$ cat config.mk
export PLATFORM = sky130hd
export DESIGN_NAME = ysyx_23060332_ifu
export DESIGN_NICKNAME = d
export VERILOG_FILES = /design/src/rtl/ysyx_23060332_pkg.sv /design/src/rtl/ysyx_23060332_pc_reg.sv /design/src/rtl/ysyx_23060332_ifu.sv
export SDC_FILE = /design/constraint.sdc
export NUM_CORES = 1
export LEC_CHECK = 0
export CAP_MARGIN = 20
export CORE_MARGIN = 1
export CORE_UTILIZATION = 44
export CTS_CLUSTER_DIAMETER = 50
export DETAILED_ROUTE_END_ITERATION = 10
export PLACE_DENSITY = 0.81
export SYNTH_ARGS = -nofsm -noshare
export SYNTH_HDL_FRONTEND = slang
export SYNTH_SLANG_ARGS = --single-unit
$ cat constraint.sdc
create_clock -name clk -period 3.8 [get_ports clk]
set_clock_uncertainty 0.05 [all_clocks]
set_input_delay 0.38 -clock clk [delete_from_list [all_inputs] [get_ports clk]]
set_output_delay 0.38 -clock clk [all_outputs]
set_load 0.05 [all_outputs]
$ cat src/rtl/ysyx_23060332_pkg.sv
// Shared definitions for the NPC core: bus widths, the reset PC and the
// instruction-fetch FSM state encoding.
package ysyx_23060332_pkg;

  localparam int unsigned InstAddrW = 32;
  localparam int unsigned InstW     = 32;

  localparam logic [InstAddrW-1:0] InstAddrBus = '0;
  localparam logic [InstW-1:0]     InstBus     = '0;
  localparam logic [31:0]          ZeroWord    = 32'h0000_0000;

  localparam logic [31:0] ysyx_23060332_RESET_PC = 32'h8000_0000;

  typedef enum logic [1:0] {
    IfuIdle = 2'd0,
    IfuReq  = 2'd1,
    IfuWait = 2'd2,
    IfuHold = 2'd3
  } ifu_state_e;

endpackage

$ cat src/rtl/ysyx_23060332_pc_reg.sv
// Program counter register with its next-PC mux.
//   clk, rst     : core clock, asynchronous active-high reset
//   inc_en_i     : advance PC by 4 (wraps)
//   jump_en_i    : load redirect target (has priority over inc_en_i)
//   jump_addr_i  : redirect target; low two bits are cleared
//   pc_o         : current PC
module ysyx_23060332_pc_reg
  import ysyx_23060332_pkg::*;
#(
  parameter int unsigned       ADDR_W   = InstAddrW,
  parameter logic [ADDR_W-1:0] RESET_PC = ADDR_W'(ysyx_23060332_RESET_PC)
) (
  input  logic              clk,
  input  logic              rst,
  input  logic              inc_en_i,
  input  logic              jump_en_i,
  input  logic [ADDR_W-1:0] jump_addr_i,
  output logic [ADDR_W-1:0] pc_o
);

  logic [ADDR_W-1:0] pc_d, pc_q;

  always_comb begin
    pc_d = pc_q;
    if (jump_en_i) begin
      pc_d = jump_addr_i & ~ADDR_W'(3);
    end else if (inc_en_i) begin
      pc_d = pc_q + ADDR_W'(4);
    end
  end

  always_ff @(posedge clk or posedge rst) begin
    if (rst) begin
      pc_q <= RESET_PC;
    end else begin
      pc_q <= pc_d;
    end
  end

  assign pc_o = pc_q;

endmodule

$ cat src/rtl/ysyx_23060332_ifu.sv
// Instruction fetch unit: owns the PC, issues one outstanding imem read at a
// time and holds the fetched instruction for decode under valid/ready.
//   imem_req_*   : request channel to instruction memory (addr = PC)
//   imem_rsp_*   : response channel, no backpressure
//   inst_*_o     : instruction and its PC presented to decode
//   idu_ready_i  : decode consumes the held instruction
//   jump_*_i     : single-cycle PC redirect; squashes stale fetches
// All outputs come straight from registers/state.
module ysyx_23060332_ifu
  import ysyx_23060332_pkg::*;
#(
  parameter int unsigned       ADDR_W   = InstAddrW,
  parameter int unsigned       INST_W   = InstW,
  parameter logic [ADDR_W-1:0] RESET_PC = ADDR_W'(ysyx_23060332_RESET_PC)
) (
  input  logic              clk,
  input  logic              rst,
  output logic              imem_req_valid,
  input  logic              imem_req_ready,
  output logic [ADDR_W-1:0] imem_req_addr,
  input  logic              imem_rsp_valid,
  input  logic [INST_W-1:0] imem_rsp_data,
  output logic              inst_valid_o,
  input  logic              idu_ready_i,
  output logic [INST_W-1:0] inst_o,
  output logic [ADDR_W-1:0] inst_addr_o,
  input  logic              jump_en_i,
  input  logic [ADDR_W-1:0] jump_addr_i
);

  ifu_state_e        state_d, state_q;
  logic              drop_d, drop_q;
  logic [INST_W-1:0] inst_d, inst_q;
  logic [ADDR_W-1:0] inst_addr_d, inst_addr_q;
  logic [ADDR_W-1:0] pc;
  logic              pc_inc;

  ysyx_23060332_pc_reg #(
    .ADDR_W  (ADDR_W),
    .RESET_PC(RESET_PC)
  ) u_pc_reg (
    .clk        (clk),
    .rst        (rst),
    .inc_en_i   (pc_inc),
    .jump_en_i  (jump_en_i),
    .jump_addr_i(jump_addr_i),
    .pc_o       (pc)
  );

  always_comb begin
    state_d     = state_q;
    drop_d      = drop_q;
    inst_d      = inst_q;
    inst_addr_d = inst_addr_q;
    pc_inc      = 1'b0;
    unique case (state_q)
      IfuIdle: state_d = IfuReq;
      IfuReq: begin
        if (imem_req_ready) begin
          state_d = IfuWait;
          // Request already accepted at the old PC: its data must be thrown away.
          if (jump_en_i) drop_d = 1'b1;
        end
      end
      IfuWait: begin
        if (imem_rsp_valid) begin
          if (drop_q || jump_en_i) begin
            state_d = IfuReq;
            drop_d  = 1'b0;
          end else begin
            state_d     = IfuHold;
            inst_d      = imem_rsp_data;
            inst_addr_d = pc;
          end
        end else if (jump_en_i) begin
          drop_d = 1'b1;
        end
      end
      IfuHold: begin
        // A redirect moves on regardless; the pc_reg gives jump priority over +4.
        if (jump_en_i) begin
          state_d = IfuReq;
        end else if (idu_ready_i) begin
          state_d = IfuReq;
          pc_inc  = 1'b1;
        end
      end
      default: state_d = IfuIdle;
    endcase
  end

  always_ff @(posedge clk or posedge rst) begin
    if (rst) begin
      state_q     <= IfuIdle;
      drop_q      <= 1'b0;
      inst_q      <= '0;
      inst_addr_q <= '0;
    end else begin
      state_q     <= state_d;
      drop_q      <= drop_d;
      inst_q      <= inst_d;
      inst_addr_q <= inst_addr_d;
    end
  end

  assign imem_req_valid = (state_q == IfuReq);
  assign imem_req_addr  = pc;
  assign inst_valid_o   = (state_q == IfuHold);
  assign inst_o         = inst_q;
  assign inst_addr_o    = inst_addr_q;

endmodule

==> results.toml <==
[outcome]
outcome = "finished clean"

[floorplanning]
ios = 168
start_util_pct = 45.9
num_rows = 35
die_area_mm2 = 0.0102
die_h_um = 101
design.core.area_mm2 = 0.00937
dieWidth_um = 101

[setup_path]
crit_type = "flop to flop"
r2r-end = "u_pc_reg.pc_o[28]$_DFFE_PP0P_"
cp-end-kind = "flop"
startpoint_type = "flop"
r2r_cells = 5
startpoint = "u_pc_reg.pc_o[2]$_DFFE_PP0P_"
crit_fanout = 14
regToRegSetupSlack_ns = 1.24
critPathArrivalTime_ns = 2.79
endpoint = "u_pc_reg.pc_o[28]$_DFFE_PP0P_"
r2r_start = "u_pc_reg.pc_o[2]$_DFFE_PP0P_"
critPathRequiredTime_ns = 4.03

[cts]
numCtsBuffers = 9
hold_buffers = 0
cts_tree = "done"
cts_sinks = 95
post_cts_buffers = 0
cts_buffer_depth = 2
post_cts_resized = 0
clockRootBuffer = "clkbuf_8"
htreeDepth = 3
path_clk_slew_ns = 0.10
clkLatencyLatePin_ns = 0.36

[detailed_routing]
drt-vias-per-instance = 5.35
drt_iter0_markers = 94
drt_wl_total_um = 10700
drc = 0
ant_nets = 0
firstDrtPassIters = 5
routedWlPerCell_um = 16.4
vias = 3491

[hold_path]
hold_path.class = "input pin to async pin"

[global_route]
antenna_found_initial = 0
grt_first_pass_wirelength_um = 17400
grt_pass1_vias = 3447
grt_usage_pct = 22.1
grt_max_degree = 64
gr-total-overflow = 0

[final_layout]
final_nets = 593
seq_area_mm2 = 0.00238
syn_to_final_growth_pct = 43.3
num-fill-cells = 768
drive_above_1_share_pct = 17.2
antenna_cells = 0
multiInputGateArea_mm2 = 0.00178

[timing]
tns_ns = 0
max_freq_ghz = 0.391
hold_viol = 0
worst_pin_slew_ns = 0.939
drv_slew = 0
timing.hold.ws_ns = 0.446
rsz0062_at_grt = "false"
min_period_ns = 2.56
max_slew_margin_pct = 37.3
setup_violations = 0
finalCritPeriodShare_pct = 67.3

[job]
drv_cap = 0

[power]
p_seq_share_pct = 37.3
ir_drop_v = 0.000372
power.density_mw_per_mm2 = 613
clockPowerShare_pct = 15.8
p_sw_share_pct = 43.5
switchingPower_w = 0.00165
p_int_w = 0.00214
power_frac_comb_pct = 46.9
cellLeakagePower_nw = 2.59

[logic_synthesis]
synth_warnings = 0
yosysSeqAreaShare_pct = 55.3
syn_inst = 365
synthDistinctLibCells = 34
ys_seq_elements = 95
synthesis.area_mm2 = 0.00430
avgSynthCellArea_um2 = 11.8

[placement]
place.port_buffers = 161
place.gp.congestion = 0.807
dp_hpwl_um = 7760
final cells by class:
class	instances	share of cell area [%]
clock buffers	11	2.13
multi-input cells	240	28.9
clock inverters	5	0.548
inverters	7	0.467
flip-flops and latches	95	38.6
repair buffers	166	26.7
well taps	129	2.62
through the flow:
| step | instance area [um2] | total power, W | setup slack [ns] | util, % | std cells |
|---|---|---|---|---|---|
| CTS | 6170 | 0.00381 | 1.25 | 65.8 | 653 |
| finish | 6170 | 0.00378 | 1.24 | 65.8 | 653 |
| floorplan | 4310 | 0.00257 | 0.895 | - | 368 |
| detailed placement | 6000 | 0.00321 | 1.07 | 64.0 | 637 |
| global placement | 6000 | 0.00317 | 1.16 | 64.0 | 637 |
| global route | 6170 | 0.00395 | 1.06 | 65.8 | 653 |
power by group through the flow:
stage	clock network, W	logic [W]	registers, W
floorplan	0	0.000389	0.00218
CTS	0.000609	0.00178	0.00141
global route	0.000658	0.00185	0.00144
global placement	0	0.00176	0.00141
finish	0.000597	0.00177	0.00141
detailed placement	0	0.00178	0.00143
state kept, by name, summed over array words and instances (netlist names):
| register | cells |
|---|---|
| drop_q | 1 |
| inst_addr_o | 30 |
| inst_o | 32 |
| state_q | 2 |
| u_pc_reg.pc_o | 30 |
per-layer routing:
layer	part of all wire (%)	global-route usage [%]	vias to the layer above
li1	-	-	1629
met1	41	29.4	1701
met2	49	36.0	145
met3	7.5	4.09	16
met4	1.8	8.47	0
met5	0	0	-
worst max-delay path, stage by stage, from the launching register on:
cell	delay, ns
dfrtp_1	0.48
ha_1	0.22
nand4_1	0.17
or4_1	0.78
or4_1	0.60
a31oi_1	0.17
kinds of logic (layout without fill, tap and decap cells):
logic type / after synthesis / after routing / synth area share [%]
other cells: 1 / 4 / 0.0872
xor+xnor: 12 / 12 / 2.44
fa+ha+maj: 4 / 4 / 1.16
compound gates: 46 / 46 / 6.69
flops: 95 / 95 / 55.3
buf+inv: 33 / 189 / 3.55
mux: 67 / 67 / 17.5
simple gates: 107 / 107 / 13.3
synth_stat cells:
library cell | count | share of area (%)
mux2i_1 | 2 | 0.47
nand2b_1 | 1 | 0.15
inv_1 | 7 | 0.61
ha_1 | 4 | 1.2
conb_1 | 1 | 0.087
nor2_1 | 22 | 1.9
buf_2 | 3 | 0.35
nand3_2 | 1 | 0.23
o31ai_1 | 11 | 1.9
nand4_1 | 13 | 1.9
nor3_1 | 2 | 0.23
and3_1 | 3 | 0.44
mux2_2 | 65 | 17
clkbuf_1 | 16 | 1.4
nand2_1 | 25 | 2.2
a311o_1 | 1 | 0.23
nand2_4 | 1 | 0.26
buf_4 | 4 | 0.70
or4_4 | 1 | 0.26
xor2_1 | 6 | 1.2
xnor2_1 | 6 | 1.2
o211ai_1 | 3 | 0.52
or3_1 | 4 | 0.58
nor4_1 | 3 | 0.44
or4_1 | 16 | 2.8
buf_6 | 1 | 0.26
dfstp_2 | 1 | 0.61
o21ai_0 | 14 | 1.6
a31oi_1 | 14 | 2.0
clkbuf_2 | 2 | 0.23
nand3_1 | 13 | 1.5
and4_1 | 2 | 0.41
dfrtp_1 | 94 | 55
a21oi_1 | 3 | 0.35
worst min-delay path by stage:
stage / cells past startpoint / slack (ns) / from / end
2_1_floorplan: 1 / 0.43 / imem_rsp_valid / drop_q$_DFFE_PP0P_
3_3_place_gp: 1 / 0.44 / inst_o[3]$_DFFE_PP0P_ / inst_o[3]$_DFFE_PP0P_
3_5_place_dp: 1 / 0.44 / inst_o[2]$_DFFE_PP0P_ / inst_o[2]$_DFFE_PP0P_
4_1_cts: 1 / 0.46 / inst_o[2]$_DFFE_PP0P_ / inst_o[2]$_DFFE_PP0P_
5_1_grt: 1 / 0.48 / inst_o[31]$_DFFE_PP0P_ / inst_o[31]$_DFFE_PP0P_
6_report: 2 / 0.45 / rst / inst_o[18]$_DFFE_PP0P_
cells in the final DEF, fill, tap and decap left out, drive strengths merged, types with 11 or more instances in the layout:
cell | netlist | routed
o31ai | 11 | 11
clkdlybuf4s50 | 0 | 161
or4 | 17 | 17
nand2 | 26 | 26
dfrtp | 94 | 94
nor2 | 22 | 22
nand4 | 13 | 13
clkbuf | 18 | 11
o21ai | 14 | 14
a31oi | 14 | 14
nand3 | 14 | 14
mux2 | 65 | 65
(Power assumes the default switching activity.)
